--- config.mk ---
export PLATFORM = sky130hd
export DESIGN_NAME = fsm_burst_rd_oh_flat
export DESIGN_NICKNAME = d
export VERILOG_FILES = /design/src/rtl/fsm_burst_rd_oh_if.sv /design/src/rtl/fsm_burst_rd_oh.sv /design/src/flat_wrapper.sv
export SDC_FILE = /design/constraint.sdc
export NUM_CORES = 1
export LEC_CHECK = 0
export BUFFER_PORTS_ARGS = -buffer_cell sky130_fd_sc_hd__buf_2
export CAP_MARGIN = 20
export CORE_UTILIZATION = 25
export DETAILED_ROUTE_END_ITERATION = 10
export GPL_TIMING_DRIVEN = 0
export HOLD_SLACK_MARGIN = 0.02
export SLEW_MARGIN = 20
export SYNTH_ARGS = -nofsm -noshare
export SYNTH_HDL_FRONTEND = slang
export SYNTH_SLANG_ARGS = --single-unit
--- constraint.sdc ---
create_clock -name clk -period 3.7 [get_ports clk]
set_input_delay 0.555 -clock clk [delete_from_list [all_inputs] [get_ports clk]]
set_output_delay 0.555 -clock clk [all_outputs]
set_load 0.01 [all_outputs]
--- src/rtl/fsm_burst_rd_oh_if.sv ---
// Request/strobe bundle between a burst-read requester and fsm_burst_rd_oh.
// The controller side uses the slave modport; state is a debug view of the FSM.
interface fsm_burst_rd_oh_if #(
    parameter int CNT_W = 4
);
    // Handshake: go is a request taken only while busy is low (one accepted
    // go per burst); the burst then ends with exactly one of ds (all beats
    // done), err (retry timeout) or neither (abort), followed by busy low.
    logic             go;
    logic [CNT_W-1:0] len;
    logic             ws;
    logic             abort;
    logic             rd;
    logic             ds;
    logic             err;
    logic             busy;
    logic [CNT_W-1:0] beat;
    logic [4:0]       state;

    modport master (
        output go, len, ws, abort,
        input  rd, ds, err, busy, beat, state
    );

    modport slave (
        input  go, len, ws, abort,
        output rd, ds, err, busy, beat, state
    );
endinterface

--- src/rtl/fsm_burst_rd_oh.sv ---
// One-hot burst read controller: READ/DLY beat pairs with bounded ws retries,
// abort, and registered outputs decoded from the next state.
module fsm_burst_rd_oh #(
    parameter int CNT_W  = 4,
    parameter int MAX_WS = 7,
    parameter int RT_W   = $clog2(MAX_WS + 1)
) (
    input logic              clk,
    input logic              rst_n,
    fsm_burst_rd_oh_if.slave bus
);

    localparam int I_IDLE = 0;
    localparam int I_READ = 1;
    localparam int I_DLY  = 2;
    localparam int I_DONE = 3;
    localparam int I_ERR  = 4;

    typedef enum logic [4:0] {
        S_IDLE = 5'b00001,
        S_READ = 5'b00010,
        S_DLY  = 5'b00100,
        S_DONE = 5'b01000,
        S_ERR  = 5'b10000
    } state_t;

    state_t           state_q, state_d;
    logic [CNT_W-1:0] beat_q, beat_d;
    logic [CNT_W-1:0] len_q, len_d;
    logic [RT_W-1:0]  retry_q, retry_d;
    logic             rd_q, ds_q, err_q, busy_q;
    logic             legal;

    always_ff @(posedge clk or negedge rst_n) begin
        if (!rst_n) begin
            state_q <= S_IDLE;
            beat_q  <= '0;
            len_q   <= '0;
            retry_q <= '0;
            rd_q    <= 1'b0;
            ds_q    <= 1'b0;
            err_q   <= 1'b0;
            busy_q  <= 1'b0;
        end else begin
            state_q <= state_d;
            beat_q  <= beat_d;
            len_q   <= len_d;
            retry_q <= retry_d;
            rd_q    <= (state_d == S_READ) || (state_d == S_DLY);
            ds_q    <= (state_d == S_DONE);
            err_q   <= (state_d == S_ERR);
            busy_q  <= (state_d != S_IDLE);
        end
    end

    always_comb begin
        state_d = S_IDLE;
        beat_d  = beat_q;
        len_d   = len_q;
        retry_d = retry_q;
        // Exactly one bit set; anything else recovers to IDLE.
        legal   = (state_q != 5'b00000) && ((state_q & (state_q - 5'd1)) == 5'b00000);

        if (!legal) begin
            state_d = S_IDLE;
        end else if (!state_q[I_IDLE] && bus.abort) begin
            state_d = S_IDLE;
        end else begin
            case (1'b1)
                state_q[I_IDLE]: begin
                    if (bus.go) begin
                        state_d = S_READ;
                        len_d   = (bus.len == '0) ? CNT_W'(1) : bus.len;
                        beat_d  = '0;
                        retry_d = '0;
                    end else begin
                        state_d = S_IDLE;
                    end
                end
                state_q[I_READ]: state_d = S_DLY;
                state_q[I_DLY]: begin
                    if (bus.ws) begin
                        if (retry_q < RT_W'(MAX_WS)) begin
                            state_d = S_READ;
                            retry_d = retry_q + RT_W'(1);
                        end else begin
                            state_d = S_ERR;
                            retry_d = '0;
                        end
                    end else begin
                        beat_d  = beat_q + CNT_W'(1);
                        retry_d = '0;
                        state_d = (beat_d == len_q) ? S_DONE : S_READ;
                    end
                end
                state_q[I_DONE]: state_d = S_IDLE;
                state_q[I_ERR]:  state_d = S_IDLE;
                default:         state_d = S_IDLE;
            endcase
        end
    end

    assign bus.rd    = rd_q;
    assign bus.ds    = ds_q;
    assign bus.err   = err_q;
    assign bus.busy  = busy_q;
    assign bus.beat  = beat_q;
    assign bus.state = state_q;

endmodule

--- src/flat_wrapper.sv ---
// flat-port wrapper written by rule: the top's interface ports become plain ports
module fsm_burst_rd_oh_flat 
#(
    parameter int CNT_W  = 4,
    parameter int MAX_WS = 7,
    parameter int RT_W   = $clog2(MAX_WS + 1)
)
  (clk, rst_n, bus_go, bus_len, bus_ws, bus_abort, bus_rd, bus_ds, bus_err, bus_busy, bus_beat, bus_state);
  fsm_burst_rd_oh_if #(.CNT_W(CNT_W)) bus_i ();
  input logic clk;
  input logic rst_n;
  input wire logic [$bits(bus_i.go)-1:0] bus_go;
  input wire logic [$bits(bus_i.len)-1:0] bus_len;
  input wire logic [$bits(bus_i.ws)-1:0] bus_ws;
  input wire logic [$bits(bus_i.abort)-1:0] bus_abort;
  output wire logic [$bits(bus_i.rd)-1:0] bus_rd;
  output wire logic [$bits(bus_i.ds)-1:0] bus_ds;
  output wire logic [$bits(bus_i.err)-1:0] bus_err;
  output wire logic [$bits(bus_i.busy)-1:0] bus_busy;
  output wire logic [$bits(bus_i.beat)-1:0] bus_beat;
  output wire logic [$bits(bus_i.state)-1:0] bus_state;
  assign bus_i.go = bus_go;
  assign bus_i.len = bus_len;
  assign bus_i.ws = bus_ws;
  assign bus_i.abort = bus_abort;
  assign bus_rd = bus_i.rd;
  assign bus_ds = bus_i.ds;
  assign bus_err = bus_i.err;
  assign bus_busy = bus_i.busy;
  assign bus_beat = bus_i.beat;
  assign bus_state = bus_i.state;
  fsm_burst_rd_oh #(.CNT_W(CNT_W), .MAX_WS(MAX_WS), .RT_W(RT_W)) u_core (.clk(clk), .rst_n(rst_n), .bus(bus_i));
endmodule
**Yosys cells after proc, flatten, opt, wreduce, memory -nomap -nowiden**

Cells that the tools add are included.

- Add/sub/neg operators: 3
- $mul: 0
- Divide/modulo/power cells: 0
- Magnitude comparators: 1
- Equality and inequality tests: 9
- Shifts and indexed selects: 0
- Muxes and demuxes: 21
- Bitwise gates (word level): 2
- Reduce and logical (&&, ||, !) cells: 11

Operators with widths:

| cell | count |
|---|---|
| $mux 5 | 7 |
| $mux 4 | 7 |
| $mux 3 | 6 |
| $reduce_and 6->1 | 1 |
| $and 5x5->5 | 1 |
| $eq 5x2->1 const B | 1 |
| $eq 5x3->1 const B | 1 |
| $eq 5x4->1 const B | 1 |
| $eq 5x5->1 const B | 1 |
| $logic_not 5->1 | 1 |
| $ne 5x1->1 const B | 1 |
| $reduce_and 5->1 | 1 |
| $reduce_bool 5->1 | 1 |
| $sub 5x1->5 const B | 1 |
| $add 4x1->4 const B | 1 |
| $eq 4x4->1 | 1 |
| $logic_not 4->1 | 1 |
| $ne 2x2->1 const B | 2 |
| $reduce_and 4->1 | 1 |
| $add 3x1->3 const B | 1 |
| $lt 3x3->1 const B | 1 |
| $logic_and 1x1->1 | 2 |
| $mux 2 | 1 |
| $ne 2x1->1 const B | 1 |
| other kinds (4) | 4 |

- Flip-flop bits (word level): 20
- Latch bits: 0
- Bits in writable memories: 0
- Bits in read-only memories: 0
- Output and inout bits: 13
- Logic and storage cells: 55
- Memories kept: 0

**Logic depth before layout (Yosys ltp)**

- Word-level depth: 11
- Depth in mapped cells: 6
- Depth with buffers taken out: 5

**Worst setup path before layout**

No wires, ideal clock.

- Kind: flip-flop to flip-flop
- From: register u_core.state_q[0], in the netlist u_core.bus.state[0]
- To: register u_core.retry_q[1]
- Library setup time: 0.125 ns
- Data arrival time: 1.850 ns
- Data required time: 3.575 ns
- Path slack: 1.725 ns
- Stages on the path, launching flop included: 6
- Clock period less this slack: 1.975 ns
- Path through: dfstp_2 > or4b_4 > o311a_2 > or2_1 > buf_6 > mux2_4

- Word-level cells in the longest chain between the ends: 5
- Elaborated cells on any way between the ends: 13
- Classes of those cells: add/sub: 1; eq/ne: 2; mux: 1; bitwise: 2; reduce/logical: 7

Ends and longest elaborated chain:

| what | line | source |
|---|---|---|
| start, declared | fsm_burst_rd_oh.sv:27 | `state_t state_q, state_d;` |
| start signal, assigned | fsm_burst_rd_oh.sv:45 | `state_q <= state_d;` |
| $sub 5x1->5 | fsm_burst_rd_oh.sv:62 | `legal = (state_q != 5'b00000) && ((state_q & (state_q - 5'd1)) == 5'b00000);` |
| $and 5x5->5 | fsm_burst_rd_oh.sv:62 |  |
| $logic_not 5->1 | fsm_burst_rd_oh.sv:62 |  |
| $logic_and 1x1->1 | fsm_burst_rd_oh.sv:62 |  |
| $reduce_and 5->1 (no line) | -- |  |
| end signal, assigned | fsm_burst_rd_oh.sv:48 | `retry_q <= retry_d;` |
| end, declared | fsm_burst_rd_oh.sv:30 | `logic [RT_W-1:0] retry_q, retry_d;` |

Parallel ways exist; a longest one is shown, timed or not.
A chain may end at the register's enable or synchronous reset.

**Worst setup path in the final report**

Ends and elaborated chain as after synthesis.

==> flow_metrics.tcl <==
set metrics [dict create \
    post_synth_xor_area_fraction_pct 5.613 \
    timing.rr.start "u_core.bus.state[0]" \
    p_leak_nw 0.5850 \
    grt_pass1_wl_um 3953 \
    tightest_slew_ps 476.8 \
    clk-insertion-delay-late_ps 260 \
    grt_max_degree 21 \
    synth.net_count 115 \
    global_route_total_overflow 0 \
    place_inst 174 \
    pwr_density_cell_nw_per_um2 600.5 \
    yosys_most_used_dff "sky130_fd_sc_hd__dfrtp_1" \
    path_max_fanout 9 \
    setup-tns-final_ps 0 \
    period_share_pct 55.69 \
    fin_util_pct 32.46 \
    place_hpwl_um 1802 \
    gp_congestion 0.7591 \
    synth-simple-area-share_pct 24.63 \
    post_layout_nets 140 \
    clk_path_buf_depth 2 \
    ff_to_ff_end "u_core.retry_q[1]" \
    final.setup.worst_slack_ps 1639 \
    synth_cell_types 44 \
    clockRootBuffer "sky130_fd_sc_hd__clkbuf_8" \
    cts_htree_levels 1 \
    drive_gt1_share_pct 31.25 \
    cts_resized 0 \
    remaining_drc_errors 0 \
    cp.required_ps 3840 \
    detail_route.vias_per_cell 4.921 \
    postCtsSetupRepairBufs 0 \
    fin_worst_hold_slack_ps 243.9 \
    grt_antenna_before_repair 0 \
    vias 876 \
    worst_r2r_path_depth 5 \
    achievable_clock_frequency_mhz 485.3 \
    final-setup-viol-count 0 \
    clock_tree_from_tritoncts "yes" \
    wire_per_inst_um 13.57 \
    rsz0062_at_grt "false" \
    worstSetupPathType "flip-flop to flip-flop" \
    first_global_vias 909 \
    drt_pre_antenna_iters 4 \
    cap_violations 0 \
    share_of_synthesized_registers_carrying_an_async_set_or_reset_pct 100.0 \
    final_common_cell "sky130_fd_sc_hd__buf_2" \
    stdcell_area_um2 1326 \
    worstSetupStartpointType "flip-flop" \
    mostFrequentLayoutCells "sky130_fd_sc_hd__buf_2 (21), sky130_fd_sc_hd__dfrtp_1 (19), sky130_fd_sc_hd__nor2_1 (9)" \
    clock_skew_ps 2.730 \
    sequential_area_share_after_synthesis_pct 45.93 \
    power.ir.vdd_worst_uv 279.1 \
    floorplan_die_height_um 68.10 \
    maxSlewViolCount 0 \
    io_buffers 20 \
    syn_avg_cell_area_um2 10.50 \
    register_to_register_setup_slack_ps 1640 \
    adder_and_majority_cell_fraction_of_the_synthesized_area_pct 2.291 \
    number_of_enable_type_register_cells_in_the_synthesized_netlist 0 \
    ys.warnings.count 0 \
    hold_viol_final 0 \
    synth_mux_area_share_pct 4.467 \
    diode_count 0 \
    post-place-ws_ps 1550 \
    dpl_cell_area_um2 1255 \
    worst_ep_arrival_time_ps 2210 \
    worst_slew_margin_relative_to_its_limit_pct 68.22 \
    tritoncts.num_buffers 3 \
    core_region_area_um2 4086 \
    postRouteWirelength_um 2416 \
    ports 22 \
    numClockSinks 20 \
    initial_utilization_pct 26.73 \
    cts_hold_buf 0 \
    layout.cells.non_filler 178 \
    crit_path_end_kind "flip-flop" \
    synth_top_family_by_area "simple AND/OR/NAND/NOR gates" \
    die_x_um 68.10 \
    track_usage_pct 11.52 \
    drtIter0Drc 16 \
    fillCellCount 446 \
    areaGrowthSynthToFinish_pct 21.42 \
    rows 23 \
    design_power_total_mw 0.7964 \
    netlist_area_um2 1092 \
    kind_of_path_behind_the_tightest_hold_check "input port to asynchronous set/reset pin" \
    synth-compound-area-share_pct 13.86 \
    ant_nets 0 \
    netlist_instances 104 \
    final_period_minus_worst_setup_slack_ps 2061 \
    die_area_um2 4638 \
    outcome "completed" \
    clk_pin_slew_ps 80 \
    postSynthRegisterBits 20 \
]
[Yosys cell counts (2+ instances only)]
library cell	instances	area, µm²
sky130_fd_sc_hd__a31oi_1	2	12.51
sky130_fd_sc_hd__buf_6	2	22.52
sky130_fd_sc_hd__clkbuf_1	2	7.510
sky130_fd_sc_hd__dfrtp_1	19	475.5
sky130_fd_sc_hd__ha_1	2	25.02
sky130_fd_sc_hd__mux2_2	3	33.78
sky130_fd_sc_hd__nand2_1	6	22.52
sky130_fd_sc_hd__nand2b_1	5	31.28
sky130_fd_sc_hd__nand3_1	2	10.01
sky130_fd_sc_hd__nand3b_1	2	15.01
sky130_fd_sc_hd__nor2_1	9	33.78
sky130_fd_sc_hd__nor3_1	3	15.01
sky130_fd_sc_hd__nor4_1	2	12.51
sky130_fd_sc_hd__o21ai_0	4	20.02
sky130_fd_sc_hd__o31ai_1	4	30.03
sky130_fd_sc_hd__or2_2	2	12.51
sky130_fd_sc_hd__or3_1	3	18.77
sky130_fd_sc_hd__xnor2_1	5	43.79
sky130_fd_sc_hd__xor2_1	2	17.52
[routing by layer]
layer | share of wire [%] | track usage (%)
met1 | 48 | 14.43
met2 | 48 | 19.61
met3 | 3.8 | 1.500
met4 | 0.79 | 4.948
met5 | 0 | 0
[sequential cells by signal, indices dropped and copies added (netlist names)]
register / cells
u_core.bus.state: 5
u_core.bus.beat: 4
u_core.len_q: 4
u_core.retry_q: 3
u_core.bus.busy: 1
u_core.bus.ds: 1
u_core.bus.err: 1
u_core.bus.rd: 1
[critical path, cell delays in order, from the launching register on]
cell and delay (ps):
sky130_fd_sc_hd__dfstp_2 600, sky130_fd_sc_hd__or4b_4 490, sky130_fd_sc_hd__o311a_2 180, sky130_fd_sc_hd__or2_1 250
sky130_fd_sc_hd__buf_6 130, sky130_fd_sc_hd__mux2_4 290
[worst max-delay path by stage]
stage / start / to / cells past startpoint
floorplan: u_core.bus.state[0] / u_core.retry_q[1] / 5
global placement: bus_abort / u_core.retry_q[1] / 6
detailed placement: bus_abort / u_core.retry_q[1] / 6
CTS: u_core.bus.state[0] / u_core.retry_q[1] / 5
global route: u_core.bus.state[0] / u_core.bus.beat[1] / 5
finish: u_core.bus.state[0] / u_core.retry_q[1] / 5
[logic make-up (layout without fill, tap and decap cells)]
kind of cell / Yosys count / after routing
AOI/OAI and AO/OA: 21 / 21
xor gates and xnor gates: 7 / 7
adders and majority gates: 2 / 2
buffers and inverters: 5 / 29
DFF: 20 / 20
muxes: 4 / 4
and+or+nand+nor: 45 / 45
[power breakdown]
part | internal (mW) | switching (mW)
logic | 0.131 | 0.135
clock network | 0.144 | 0.0748
registers | 0.269 | 0.0417
[layout make-up]
cell class	instances	area (µm²)	area share, %
Buffer	5	35.03	2.642
Clock buffer	3	41.29	3.113
Clock inverter	1	30.03	2.264
Multi-Input combinational cell	79	555.5	41.89
Sequential cell	20	501.7	37.83
Tap cell	50	62.56	4.717
Timing Repair Buffer	20	100.1	7.547
Power figures use the tool's default switching activity.
